**src/rtl/dm_arbiter.sv**
```systemverilog
// Data-memory port arbiter: core has priority, host gets a forced grant after STARVE_MAX denied cycles.
// Optional core stall counter enabled by defining DM_ARB_STALL_CNT_EN.
module dm_arbiter #(
  parameter int unsigned STARVE_MAX = 4
) (
  input  logic        clk,
  input  logic        rst_n,
  input  logic        core_req,
  input  logic        core_wr,
  input  logic [2:0]  core_ctrl,
  input  logic [31:0] core_addr,
  input  logic [31:0] core_wdata,
  output logic [31:0] core_rdata,
  output logic        core_stall,
  input  logic        host_req,
  input  logic        host_wr,
  input  logic [2:0]  host_ctrl,
  input  logic [31:0] host_addr,
  input  logic [31:0] host_wdata,
  output logic        host_gnt,
  output logic        host_rvalid,
  output logic [31:0] host_rdata,
  output logic [31:0] mem_addr,
  output logic [31:0] mem_wdata,
  output logic        mem_wr,
  output logic [2:0]  mem_ctrl,
  input  logic [31:0] mem_rdata,
  output logic [31:0] stall_count
);

  typedef enum logic {
    S_NORM,
    S_RECOVER
  } state_t;

  localparam logic [3:0] STARVE_LIM = 4'(STARVE_MAX);

  state_t      state_q, state_d;
  logic [3:0]  starve_cnt_q, starve_cnt_d;
  logic        host_rvalid_q, host_rvalid_d;
  logic [31:0] host_rdata_q, host_rdata_d;
  logic        gnt;
  logic        stall;

  // Reset gates the grant so nothing reaches the DM while rst_n is low.
  always_comb begin
    gnt = 1'b0;
    if (rst_n && host_req) begin
      gnt = !core_req || (state_q == S_NORM && starve_cnt_q == STARVE_LIM);
    end
    stall = core_req && gnt;
  end

  always_comb begin
    if (gnt) begin
      mem_addr  = host_addr;
      mem_wdata = host_wdata;
      mem_ctrl  = host_ctrl;
      mem_wr    = host_wr;
    end else begin
      mem_addr  = core_addr;
      mem_wdata = core_wdata;
      mem_ctrl  = core_ctrl;
      mem_wr    = rst_n && core_req && core_wr;
    end
  end

  always_comb begin
    state_d = state_q;
    case (state_q)
      S_NORM:    if (stall) state_d = S_RECOVER;
      S_RECOVER: state_d = S_NORM;
      default:   state_d = S_NORM;
    endcase
  end

  always_comb begin
    starve_cnt_d = starve_cnt_q;
    if (gnt) begin
      starve_cnt_d = '0;
    end else if (host_req && starve_cnt_q != STARVE_LIM) begin
      starve_cnt_d = starve_cnt_q + 4'd1;
    end
  end

  always_comb begin
    host_rvalid_d = gnt && !host_wr;
    host_rdata_d  = host_rdata_q;
    if (gnt && !host_wr) begin
      host_rdata_d = mem_rdata;
    end
  end

  always_ff @(posedge clk or negedge rst_n) begin
    if (!rst_n) begin
      state_q       <= S_NORM;
      starve_cnt_q  <= '0;
      host_rvalid_q <= 1'b0;
      host_rdata_q  <= '0;
    end else begin
      state_q       <= state_d;
      starve_cnt_q  <= starve_cnt_d;
      host_rvalid_q <= host_rvalid_d;
      host_rdata_q  <= host_rdata_d;
    end
  end

`ifdef DM_ARB_STALL_CNT_EN
  logic [31:0] stall_count_q, stall_count_d;

  always_comb begin
    stall_count_d = stall_count_q;
    if (stall) begin
      stall_count_d = stall_count_q + 32'd1;
    end
  end

  always_ff @(posedge clk or negedge rst_n) begin
    if (!rst_n) begin
      stall_count_q <= '0;
    end else begin
      stall_count_q <= stall_count_d;
    end
  end

  assign stall_count = stall_count_q;
`else
  assign stall_count = '0;
`endif

  assign host_gnt    = gnt;
  assign core_stall  = stall;
  assign core_rdata  = mem_rdata;
  assign host_rvalid = host_rvalid_q;
  assign host_rdata  = host_rdata_q;

endmodule

```
**config.mk**
```make
export PLATFORM = sky130hd
export DESIGN_NAME = dm_arbiter
export DESIGN_NICKNAME = d
export VERILOG_FILES = /design/src/rtl/dm_arbiter.sv
export SDC_FILE = /design/constraint.sdc
export NUM_CORES = 1
export LEC_CHECK = 0
export ABC_AREA = 1
export BUFFER_PORTS_ARGS = -buffer_cell sky130_fd_sc_hd__buf_4
export CORE_AREA = 4 4 129 131
export CTS_BUF_LIST = sky130_fd_sc_hd__clkbuf_2
export CTS_CLUSTER_DIAMETER = 60
export DETAILED_ROUTE_END_ITERATION = 6
export DIE_AREA = 0 0 133 135
export PLACE_DENSITY = 0.63
export SLEW_MARGIN = 40
export SYNTH_ARGS = -nofsm -noshare
export SYNTH_HDL_FRONTEND = slang
export SYNTH_SLANG_ARGS = --single-unit
```
**constraint.sdc**
```tcl
create_clock -name clk -period 2.5 [get_ports clk]
set_clock_uncertainty 0.1 [all_clocks]
set_input_delay 0.125 -clock clk [delete_from_list [all_inputs] [get_ports clk]]
set_output_delay 0.125 -clock clk [all_outputs]
set_load 0.01 [all_outputs]
```
# After elaboration in Yosys (flattened, before gate mapping)
# Index checks and enable logic that the tools add are counted.
# totals
register_bits,38
output_inout_bits,167
elab_cells,28
# op_classes
n_addsub,1
eq_ne,2
n_mux,9
bitwise,1
n_reduce_logical,11
# ops
operator,n
2-to-1 mux 32 bit,2
2-to-1 mux 4 bit,2
logical AND 1 bit,7
"adder 4 x 1 -> 4 bit, second input constant",1
"== test 4 x 3 -> 1 bit, second input constant",1
"!= test 4 x 3 -> 1 bit, second input constant",1
2-to-1 mux 1 bit,3
2-to-1 mux 3 bit,1
logical NOT 1 bit,2
one-hot mux 1 bit (2 select lines),1
nonzero test 2 bit,1
logical OR 1 bit,1
NOT 1 bit,1

# Longest topological paths before layout
# depth
word_depth,7
depth_mapped,11
mapped_depth_nobuf,10

# Worst setup path before layout
# OpenSTA, ideal clock, no wires.
# synth_path
path_type,reg-to-output
from,register starve_cnt_q[0]
to,output core_stall
t_arrival_ps,1362
t_required_ps,2275
path_slack_ps,913
path_stages_with_launch,12
path_cell_list,dfrtp_1 > inv_1 > ha_1 > nand2_1 > nor2_1 > nand2_1 > nand2_4 > nand2_4 > inv_4 > buf_4 > nand2_1 > inv_1
# synth_between
elab_chain_cells,5
# synth_lines
element,line_no,source
"start, declared",39,"logic [3:0] starve_cnt_q, starve_cnt_d;"
"start signal, assigned",102,starve_cnt_q <= starve_cnt_d;
== test 4 x 3 -> 1 bit,49,gnt = !core_req || (state_q == S_NORM && starve_cnt_q == STARVE_LIM);
logical AND 1 bit,49,
logical OR 1 bit,49,
2-to-1 mux 1 bit,48,if (rst_n && host_req) begin
logical AND 1 bit,51,stall = core_req && gnt;
"end, declared",14,"output logic core_stall,"
# No other way between the ends.

# Final worst setup path
# layout_path
from,register starve_cnt_q[0]
to,output mem_addr[6]
# layout_between
elab_chain_cells,5
# layout_lines
element,line_no,source
== test 4 x 3 -> 1 bit,49,
logical AND 1 bit,49,
logical OR 1 bit,49,
2-to-1 mux 1 bit,48,
2-to-1 mux 32 bit,55,if (gnt) begin
"end, declared",23,"output logic [31:0] mem_addr,"
# No other way between the ends.

==> run_results.csv <==
group,metric,value,unit
setup_path,path_buf_inv,3,
placement,gp_congestion,0.769,
route,via_per_inst,3.91,
floorplanning,rows,46,
global_route,gr-usage-met1,15.5,%
run,max-cap-violations,0,
clocking,cts_buffers,5,
power,p_int,1.66,mW
floorplanning,die_area,0.0180,mm^2
clocking,cts_root_buffer,"clkbuf_2",
yosys,yosysWarnings,0,
sta,rsz0062_at_grt,"false",
setup_path,crit_chain,"inv_1, ha_1, nand2_1, nor2_1, nand2_1, nand2_4, nand2_8, buf_16, nand2_1, nand2_1, buf_4",
clocking,clk_path_buf_depth,2,
setup_path,path_class,"flop to output pin",
yosys,synth.top_cells.by_count,"278 x nand2_1, 69 x buf_4, 38 x dfrtp_1, 33 x nand4_1, 13 x buf_2",
yosys,synth_area_leaders,"nand2_1 35%, dfrtp_1 32%, buf_4 17%, nand4_1 6.9%, buf_2 2.2%",
setup_path,cp_slowest_cell,"dfrtp_1",
power,power.net_switching,1.07,mW
yosys,synth_compound_area_share,0.416,%
min_path,min-delay-start,"host_wr",
global_route,grt_usage,13.0,%
route,ant_nets,0,
yosys,synth_fa_ha_area_share,0.833,%
setup_path,timing.critical_path.mode_cell,"nand2_1",
floorplanning,initial_core_util,19.3,%
power,swShare,39.2,%
cells_and_area,fillers,1595,
yosys,yosysMostFrequentCell,"nand2_1",
route,detail_route.iter0.violations,138,
yosys,synthCells,470,
route,route.detailed.wl_per_inst,13.6,um
setup_path,worstReg2RegStart,"starve_cnt_q[0]",
yosys,async_flop_share,100,%
power,p_leak,3.37,nW
sta,final-setup-viol-count,0,
yosys,synthSimpleGateAreaFrac,44.1,%
global_route,busiest_layer,"met2",
yosys,synth-xor-area-share,0.291,%
clocking,clk_pin_slew,210,ps
sta,setup_ws,229,ps
route,dr_total_vias,3916,
sta,slew_viol_final,0,
clocking,htreeDepth,2,
yosys,syn-cell-area,0.00301,mm^2
yosys,synth_edf_count,0,
yosys,synth_ff_type,"dfrtp_1",
global_route,grtUsageMet3,3.09,%
floorplanning,core_region_area,0.0156,mm^2
sta,relSlewSlack,66.4,%
sta,fmax,440,MHz
sta,worst_pin_slew,504,ps
global_route,grt_overflow,0,
setup_path,crit_start,"starve_cnt_q[0]",
cells_and_area,multi_input_area,0.00150,mm^2
setup_path,max_stage_delay,440,ps
setup_path,end_kind,"output pin",
placement,dp_hpwl,10.1,mm
route,first_pass_iters,4,
cells_and_area,nets,958,
clocking,clk_latency,390,ps
power,cellPowerDensity,475,mW/mm^2
floorplanning,die_w,133,um
power,p_seq_share,33.0,%
outcome,status,"completed",
global_route,grt_antenna_before_repair,1,
setup_path,arrival,2050,ps
clocking,clock-sinks,38,
yosys,synth-seq-cells,38,
global_route,first_global_vias,3717,
global_route,grt_max_degree,73,
sta,finalCritPeriodShare,90.8,%
yosys,postSynthAreaPerCell,6.39,um^2
sta,hold_viol,0,
cells_and_area,areaGrowthSynthToFinish,91.2,%
sta,min_period,2270,ps
yosys,synth_cell_types,22,
yosys,synth_top_family_by_area,"simple AND/OR/NAND/NOR gates",
floorplanning,ioPinCount,339,
power,ir_worst_vdd,181,uV
power,pwr-share-clk,10.6,%
placement,io_buffers,306,
min_path,hp-class,"primary input to flop",
sta,whs,170,ps
setup_path,cp-start-kind,"flop",
route,post-route-drc-count,0,
sta,setup_tns,0,ps
cells_and_area,seq_area,951,um^2
yosys,synth_top_area_cell,"nand2_1",
global_route,grt_first_pass_wirelength,19.0,mm
yosys,yosysTopAreaCellShare,34.7,%
global_route,met2_usage,23.6,%
placement,dpl_worst_slack,463,ps
setup_path,cp.required,2280,ps
setup_path,worstPathMaxFanout,36,
clocking,cts_tree,"built",
setup_path,path_delay_family,"simple AND/OR/NAND/NOR gates",
route,drt-total-wl,13.6,mm
yosys,synth.area.mux_share,0,%
power,comb_power_share,56.3,%
cells_and_area,drive_gt1_share,43.1,%
yosys,ys_seq_area_share,31.6,%
floorplanning,die_y,135,um
[worst paths after layout]
check	cells after the start	slack, ps	endpoint
worst min register to register	2	400	host_rdata[26]
max in group asynchronous	3	1710	host_rdata[19]
min in group asynchronous	3	240	host_rdata[18]
worst min-delay path	4	170	host_rdata[27]
worst max register to register	10	470	host_rdata[30]
worst max-delay path	11	230	mem_addr[6]
[worst min-delay path: cells and delay by family]
| kind | cells | cell delay [ps] |
|---|---|---|
| buffers and inverters | 2 | 320 |
| and+or+nand+nor | 2 | 190 |
[per-layer routing]
metal  up-vias  part of all wire [%]
li1       1989                     -
met1      1725                    38
met2       191                    54
met3        11                   7.7
met4         0                   1.2
met5         -                     0
[cell families (layout without fill, tap and decap cells)]
| logic type | after synthesis | after routing |
|---|---|---|
| xor+xnor | 1 | 1 |
| simple gates | 323 | 323 |
| flops | 38 | 38 |
| buf+inv | 103 | 387 |
| compound gates | 2 | 2 |
| other cells | 1 | 33 |
| fa+ha+maj | 2 | 2 |
[through the flow]
stage                     util, %  power, mW  instances  instance area (um^2)
final                        36.8       2.73       1002                  5750
after floorplan                 -       1.59        501                  3120
after detailed placement     33.0       2.34        942                  5150
after global placement       33.0       2.33        942                  5150
after CTS                    36.0       2.72        992                  5620
after global routing         36.8       2.95       1002                  5750
[layout make-up]
class / instances / area share [%]
repair buffers: 366 / 50.8
well taps: 216 / 4.70
clock buffers: 5 / 0.436
inverters: 13 / 1.07
diodes: 1 / 0.0436
multi-input cells: 360 / 26.1
flip-flops and latches: 38 / 16.6
clock inverters: 3 / 0.283
[power groups by stage]
stage | registers [mW] | clock network [mW] | logic (mW)
floorplan | 0.988 | 0 | 0.605
global placement | 0.916 | 0 | 1.42
detailed placement | 0.923 | 0 | 1.42
CTS | 0.901 | 0.316 | 1.50
global route | 0.926 | 0.338 | 1.68
finish | 0.901 | 0.290 | 1.54
[state kept, by name, summed over array words and instances, names as in the netlist]
signal / flops
state_q: 1
starve_cnt_q: 4
host_rvalid: 1
host_rdata: 32
[layout by cell type, fill, tap and decap left out, types with 2 or more instances in the layout]
| cell type | instances |
|---|---|
| dfrtp_1 | 38 |
| clkbuf_2 | 5 |
| buf_4 | 321 |
| clkbuf_16 | 2 |
| nand4_1 | 33 |
| inv_1 | 10 |
| conb_1 | 32 |
| clkinv_1 | 2 |
| ha_1 | 2 |
| nor2_1 | 5 |
| nand3_1 | 2 |
| dlygate4sd3_1 | 40 |
| nand2_1 | 278 |
[timing repair]
| action | 4_1_cts | 5_1_grt |
|---|---|---|
| buffers inserted | 2 | 7 |
| resized for setup | 2 | 5 |
| hold buffers | 40 | 0 |
| hold endpoints to repair | 74 | 0 |
| cloned | 0 | 2 |
| pin swaps | 0 | 1 |
| setup endpoints to repair | 33 | 63 |
(Power assumes the default switching activity.)
